File: src/rtl/mfp_pmod_als_light_monitor.sv
// PmodALS light monitor: periodically samples the SPI frame register, validates it, and tracks
// the EMA, min/max and sample count, plus a hysteretic dark/bright FSM with a sticky interrupt.
module mfp_pmod_als_light_monitor #(
  parameter int SAMPLE_PERIOD = 512,
  parameter int AVG_LOG2      = 3
) (
  input  logic        clock,
  input  logic        reset_n,
  input  logic [15:0] value,
  input  logic [7:0]  thr_lo,
  input  logic [7:0]  thr_hi,
  input  logic        clear,
  output logic [7:0]  light,
  output logic [7:0]  light_avg,
  output logic [7:0]  light_min,
  output logic [7:0]  light_max,
  output logic [15:0] sample_cnt,
  output logic        dark,
  output logic        frame_err,
  output logic        irq
);
  // state     | meaning
  // ST_INIT   | no sample evaluated since reset; first eval picks DARK/BRIGHT silently
  // ST_BRIGHT | light above the dark threshold; falling below thr_lo raises irq
  // ST_DARK   | light below thr_lo; rising above thr_hi raises irq
  typedef enum logic [1:0] {ST_INIT, ST_BRIGHT, ST_DARK} state_t;

  localparam int CW = (SAMPLE_PERIOD > 2) ? $clog2(SAMPLE_PERIOD) : 1;
  localparam int AW = 8 + AVG_LOG2;

  logic [CW-1:0] tick_cnt;
  logic          tick;
  logic          sample_ok;
  logic          sample_bad;
  logic [7:0]    raw;
  logic [AW-1:0] acc;
  logic [AW-1:0] acc_next;
  logic          acc_seeded;
  logic          seeded;
  logic          eval;
  logic          irq_set;
  state_t        state;
  state_t        state_next;

  assign tick       = (tick_cnt == CW'(SAMPLE_PERIOD - 1));
  assign raw        = value[12:5];
  assign sample_ok  = tick && (value[15:13] == 3'b000);
  assign sample_bad = tick && (value[15:13] != 3'b000);
  assign dark       = (state == ST_DARK);

  always_ff @(posedge clock or negedge reset_n) begin
    if (!reset_n) tick_cnt <= '0;
    else if (tick) tick_cnt <= '0;
    else           tick_cnt <= tick_cnt + 1'b1;
  end

  // acc holds avg scaled by 2^AVG_LOG2, so the subtract/add keeps it within 255 << AVG_LOG2
  always_comb begin
    acc_next = acc;
    if (!acc_seeded) acc_next = AW'(raw) << AVG_LOG2;
    else             acc_next = acc - (acc >> AVG_LOG2) + AW'(raw);
  end

  always_ff @(posedge clock or negedge reset_n) begin
    if (!reset_n) begin
      acc        <= '0;
      acc_seeded <= 1'b0;
      light      <= '0;
      light_avg  <= '0;
      light_min  <= '0;
      light_max  <= '0;
      sample_cnt <= '0;
      seeded     <= 1'b0;
      frame_err  <= 1'b0;
      eval       <= 1'b0;
    end else begin
      eval <= sample_ok;
      if (sample_ok) begin
        acc        <= acc_next;
        acc_seeded <= 1'b1;
        light      <= raw;
        light_avg  <= 8'(acc_next >> AVG_LOG2);
        if (clear)                     sample_cnt <= 16'd1;
        else if (sample_cnt != 16'hFFFF) sample_cnt <= sample_cnt + 16'd1;
        if (!seeded || clear) begin
          light_min <= raw;
          light_max <= raw;
          seeded    <= 1'b1;
        end else begin
          if (raw < light_min) light_min <= raw;
          if (raw > light_max) light_max <= raw;
        end
      end else if (clear) begin
        sample_cnt <= '0;
        light_min  <= '0;
        light_max  <= '0;
        seeded     <= 1'b0;
      end
      if (sample_bad)  frame_err <= 1'b1;
      else if (clear)  frame_err <= 1'b0;
    end
  end

  always_ff @(posedge clock or negedge reset_n) begin
    if (!reset_n) begin
      state <= ST_INIT;
      irq   <= 1'b0;
    end else begin
      state <= state_next;
      if (irq_set)    irq <= 1'b1;
      else if (clear) irq <= 1'b0;
    end
  end

  always_comb begin
    state_next = state;
    irq_set    = 1'b0;
    if (eval) begin
      case (state)
        ST_INIT:   state_next = (light_avg < thr_lo) ? ST_DARK : ST_BRIGHT;
        ST_BRIGHT: if (light_avg < thr_lo) begin
                     state_next = ST_DARK;
                     irq_set    = 1'b1;
                   end
        ST_DARK:   if (light_avg > thr_hi) begin
                     state_next = ST_BRIGHT;
                     irq_set    = 1'b1;
                   end
        default:   state_next = ST_INIT;
      endcase
    end
  end
endmodule
File: config.mk
export PLATFORM = sky130hd
export DESIGN_NAME = mfp_pmod_als_light_monitor
export DESIGN_NICKNAME = d
export VERILOG_FILES = /design/src/rtl/mfp_pmod_als_light_monitor.sv
export SDC_FILE = /design/constraint.sdc
export NUM_CORES = 1
export LEC_CHECK = 0
export BUFFER_PORTS_ARGS = -buffer_cell sky130_fd_sc_hd__buf_2
export CORE_ASPECT_RATIO = 0.9
export CORE_MARGIN = 10
export CORE_UTILIZATION = 52
export CTS_BUF_LIST = sky130_fd_sc_hd__clkbuf_16
export DETAILED_ROUTE_END_ITERATION = 16
export PLACE_DENSITY = 0.87
export SLEW_MARGIN = 25
export SYNTH_ARGS = -nofsm -noshare
export SYNTH_HDL_FRONTEND = slang
export SYNTH_SLANG_ARGS = --single-unit
File: constraint.sdc
create_clock -name clock -period 3.9 [get_ports clock]
set_input_delay 0.78 -clock clock [delete_from_list [all_inputs] [get_ports clock]]
set_output_delay 0.78 -clock clock [all_outputs]
set_load 0.02 [all_outputs]
Yosys cells after proc, flatten, opt, wreduce, memory -nomap -nowiden
Cells that the tools add are included.
{"block": "totals", "regBits": 75, "out_inout_bits": 51}
{"block": "op_classes", "addsub": 4, "order_cmp": 4, "n_eq_ne": 9, "mux": 26, "n_reduce_logical": 16}
{"op": "$mux W16", "n": 4}
{"op": "$mux W8", "n": 7}
{"op": "$add A16 B1 Y16 const B", "n": 1}
{"op": "$gt A8 B8 Y1", "n": 2}
{"op": "$lt A8 B8 Y1", "n": 2}
{"op": "$ne A16 B16 Y1 const B", "n": 1}
{"op": "$add A11 B8 Y11", "n": 1}
{"op": "$mux W11", "n": 1}
{"op": "$sub A11 B8 Y11", "n": 1}
{"op": "$add A9 B1 Y9 const B", "n": 1}
{"op": "$eq A9 B9 Y1 const B", "n": 1}
{"op": "$mux W9", "n": 1}
{"op": "$mux W1", "n": 8}
{"op": "$reduce_and A2 Y1", "n": 4}
{"op": "$reduce_bool A2 Y1", "n": 4}
{"op": "$mux W2", "n": 3}
{"op": "$ne A3 B1 Y1 const B", "n": 2}
{"op": "$pmux W2 S3", "n": 1}
{"op": "$ne A2 B1 Y1 const B", "n": 2}
{"op": "$logic_not A3 Y1", "n": 1}
{"op": "$reduce_and A3 Y1", "n": 1}
{"op": "$reduce_bool A3 Y1", "n": 1}
{"op": "$eq A2 B1 Y1 const B", "n": 1}
{"op": "$eq A2 B2 Y1 const B", "n": 1}
{"op": "6 further kinds", "n": 7}

Logic depth before layout (Yosys ltp)
{"block": "depth", "depth_word": 5, "ltp_mapped": 13, "depth_no_buf": 13}

Least setup slack after synthesis
OpenSTA, ideal clock, no wires.
{"block": "synth_timing", "path_kind": "input to register", "from": "input port value[6]", "to": "register light_avg[7]", "setup_ns": 0.069, "t_arrival_ns": 3.132, "required_time_ns": 3.831, "slack_ns": 0.700, "stages": 10, "path_buffers": 0, "path_cell_list": "inv_1 > fa_1 > fa_1 > nand2b_1 > a21oi_1 > o21ai_1 > a21oi_1 > mux2_1 > or3_1 > nand3_1"}
{"block": "synth_via", "elab_chain_len": 2}
{"element": "from (decl)", "line": "9", "rtl": "input logic [15:0] value,"}
{"element": "$add A11 B8 Y11", "line": "61", "rtl": "else acc_next = acc - (acc >> AVG_LOG2) + AW'(raw);"}
{"element": "$mux W11", "line": "60", "rtl": "if (!acc_seeded) acc_next = AW'(raw) << AVG_LOG2;"}
{"element": "to (signal assigned)", "line": "82", "rtl": "light_avg <= 8'(acc_next >> AVG_LOG2);"}
{"element": "to (decl)", "line": "14", "rtl": "output logic [7:0] light_avg,"}
Every way passes these cells.
A chain may end at the register's enable or synchronous reset.

Final worst setup path
Ends and elaborated chain as after synthesis.

==> metrics.csv <==
metric,value,unit
Port Buffers,80,
slowest CP cell,fa_1,
Worst setup SP type,input pin,
clk slew on worst S/H paths,50,ps
static leakage,2.70,nW
ratio of cells with drive above 1 in the final layout,19.6,%
vias in the first global route,3879,
Layout area overhead,16.9,%
Placeable Area,0.00815,mm2
Crit Path Max Fanout,5,
Post-synth top flop,dfrtp_1,
Power Internal,1.24,mW
Synth Net Count,570,
# IOs,86,
gpl congestion,0.910,
Comb power frac,9.1,%
post-CTS setup buffers,0,
R2R Setup Slk,790,ps
Hold Path Sink,tick_cnt[0],
ys async rst share,100,%
Die Height,107,um
CTS Hold Bufs,0,
Detail Placement HPWL,8350,um
final hold viol count,0,
Post-Route WL,10900,um
Clock power frac,47.9,%
TritonCTS Sinks,67,
fin util,63.1,%
register area share after synthesis,38.1,%
R2R Path End,light_avg[7],
number of synthesized flops with an enable pin,0,
RSZ-0062 raised after global routing,no,
initial antenna violation count,0,
die area,0.0125,mm2
drt pass-1 iters,4,
Die X,117,um
CTS max path bufs,2,
pwr dens,315,mW/mm2
Post-Syn Instances,480,
CTS tree,done,
max frequency,301,MHz
Post-DRT Antenna Nets,0,
total grt overflow,0,
synthesized cell area,0.00440,mm2
row count,31,
vias per cell,5.57,
status,"complete, no violations",
Finish-stage setup viols,0,
CP bufs+invs,2,
top cell family by delay on the critical path,adder cells,
Yosys Warn Count,0,
setup TNS,0,ps
TritonCTS Buffers,9,
design area,0.00514,mm2
post-CTS resize count,0,
R2R cell count,9,
Final Critical Period,3320,ps
sequential power share,42.9,%
Arrival @ worst endpoint,3580,ps
crit-path cells,buf_2 -> inv_1 -> fa_1 -> fa_1 -> nand2b_1 -> a21oi_1 -> o21ai_1 -> a21oi_1 -> mux2_1 -> or3_1 -> nand3_1,
first-pass GRT wire length,18300,um
largest net degree at the start of global routing,50,
Hold Crit Depth,1,
Synth Register Bits,67,
Worst VDD drop,216,uV
H-tree depth,3,
Total GRT Usage,17.9,%
overall power,1.62,mW
CP max stage delay,530,ps
WP data required,4170,ps
Worst-Skew Late Latency,330,ps
# diodes,0,
period utilization,85.1,%
Yosys cell types,55,
Slew @ Worst Pin,622,ps
Max-Cap Viols,0,
switch share,23.4,%
fin. max-slew vios,0,
Starting Density,54.0,%
synthesized area per cell,9.17,um2
Worst R2R Start,light_avg[1],
placed cell area,0.00486,mm2
Nets,648,
nature of the critical path endpoint,register,
wire per inst,16.5,um
skew final,5.44,ps
initial detailed-routing violation count,141,
Root Driver,clkbuf_16,
Sw Pwr,0.379,mW
critical path class,in2reg,
Hold Path Origin,tick_cnt[0],
Hold Crit Class,reg2reg,
post-route DRC violation count,0,
Slew headroom,58.5,%
Via Count,3685,
[how the worst max path moves through the flow]
stage / from / to / slack, ps / cells past startpoint
6_report: value[6] / light_avg[7] / 580 / 11
3_5_place_dp: value[6] / light_avg[7] / 290 / 11
2_1_floorplan: value[6] / light_avg[7] / 700 / 10
5_1_grt: value[6] / light_avg[7] / 410 / 11
4_1_cts: value[6] / light_avg[7] / 600 / 11
3_3_place_gp: value[6] / light_avg[7] / 390 / 11
[metrics by stage]
stage / setup WS (ps) / cells / hold slack [ps]
2_1_floorplan: 700 / 480 / 425
3_3_place_gp: 394 / 646 / 439
3_5_place_dp: 290 / 646 / 457
4_1_cts: 598 / 661 / 464
5_1_grt: 408 / 661 / 495
6_report: 582 / 661 / 465
[registers in the layout, indices dropped and copies added (netlist names), 2 cells and up]
register / count
light_max: 8
light: 8
light_avg: 8
tick_cnt: 9
acc: 3
sample_cnt: 16
light_min: 8
state: 2
[metal layers]
layer / wire length, um / track usage [%]
met5: 0 / 0
met4: 200 / 6.44
met3: 927 / 4.85
met1: 4390 / 21.2
met2: 5390 / 30.3
[cells in the final DEF, fill, tap and decap left out, types with 2 or more instances in the layout]
| cell type | instances |
|---|---|
| ha_1 | 47 |
| a31oi_1 | 3 |
| nor2_1 | 37 |
| a21oi_1 | 19 |
| nand4_1 | 8 |
| a21o_1 | 9 |
| o21ai_0 | 14 |
| dfrtp_1 | 67 |
| nand3_1 | 16 |
| o31ai_1 | 3 |
| buf_2 | 79 |
| nor3_1 | 6 |
| fa_1 | 8 |
| xnor2_1 | 4 |
| o21ai_1 | 9 |
| clkinv_1 | 3 |
| a22oi_1 | 2 |
| inv_1 | 73 |
| clkinv_2 | 3 |
| buf_4 | 5 |
| o2bb2ai_1 | 8 |
| nand2b_1 | 8 |
| xor2_1 | 16 |
| clkbuf_16 | 9 |
| or3_1 | 6 |
| nor3_2 | 2 |
| and3_1 | 4 |
| mux2i_1 | 3 |
| nand2_1 | 49 |
| nor2b_1 | 4 |
| a32o_1 | 8 |
| o21a_1 | 4 |
[power by group through the flow]
stage          Clock, mW  Sequential [mW]  Combinational (mW)
2_1_floorplan          0            0.708              0.0877
3_3_place_gp           0            0.708               0.136
3_5_place_dp           0            0.708               0.147
4_1_cts            0.785            0.696               0.148
5_1_grt            0.823            0.695               0.168
6_report           0.776            0.696               0.148
[cells by family after synthesis]
| kind of cell | share of synthesized area, % |
|---|---|
| simple gates | 15.7 |
| compound gates | 15.7 |
| buf+inv | 8.59 |
| flops | 38.1 |
| fa+ha+maj | 17.0 |
| xor+xnor | 3.98 |
| mux | 0.938 |
[synthesized netlist by cell type (2+ instances only)]
library cell   n  area share (%)
xnor2_1        4            0.80
o21ai_0       14             1.6
nor3_1         6            0.68
a21o_1         9             1.5
nor2_1        37             3.2
a21oi_1       19             2.2
or3_1          6            0.85
a22oi_1        2            0.34
ha_1          47              13
dfrtp_1       67              38
nand4_1        8             1.1
mux2i_1        3            0.68
and3_1         4            0.57
o21a_1         4            0.68
buf_2          2            0.23
o31ai_1        3            0.51
nand2_1       49             4.2
inv_1         73             6.2
a32o_1         8             1.8
o21ai_1        9             1.0
nor2b_1        4            0.57
nor3_2         2            0.45
clkinv_1       2            0.17
buf_4          8             1.4
xor2_1        16             3.2
o2bb2ai_1      8             1.6
a31oi_1        3            0.43
clkbuf_1       7            0.60
nand3_1       16             1.8
fa_1           8             3.6
nand2b_1       8             1.1
[cell type report]
class	count	area, um2
fill	645	3000
multi-input combinational	321	2350
tap	99	124
timing repair buffer	84	433
inverter	75	282
sequential	67	1680
clock buffer	9	225
clock inverter	6	57.6
Power figures use the tool's default switching activity.
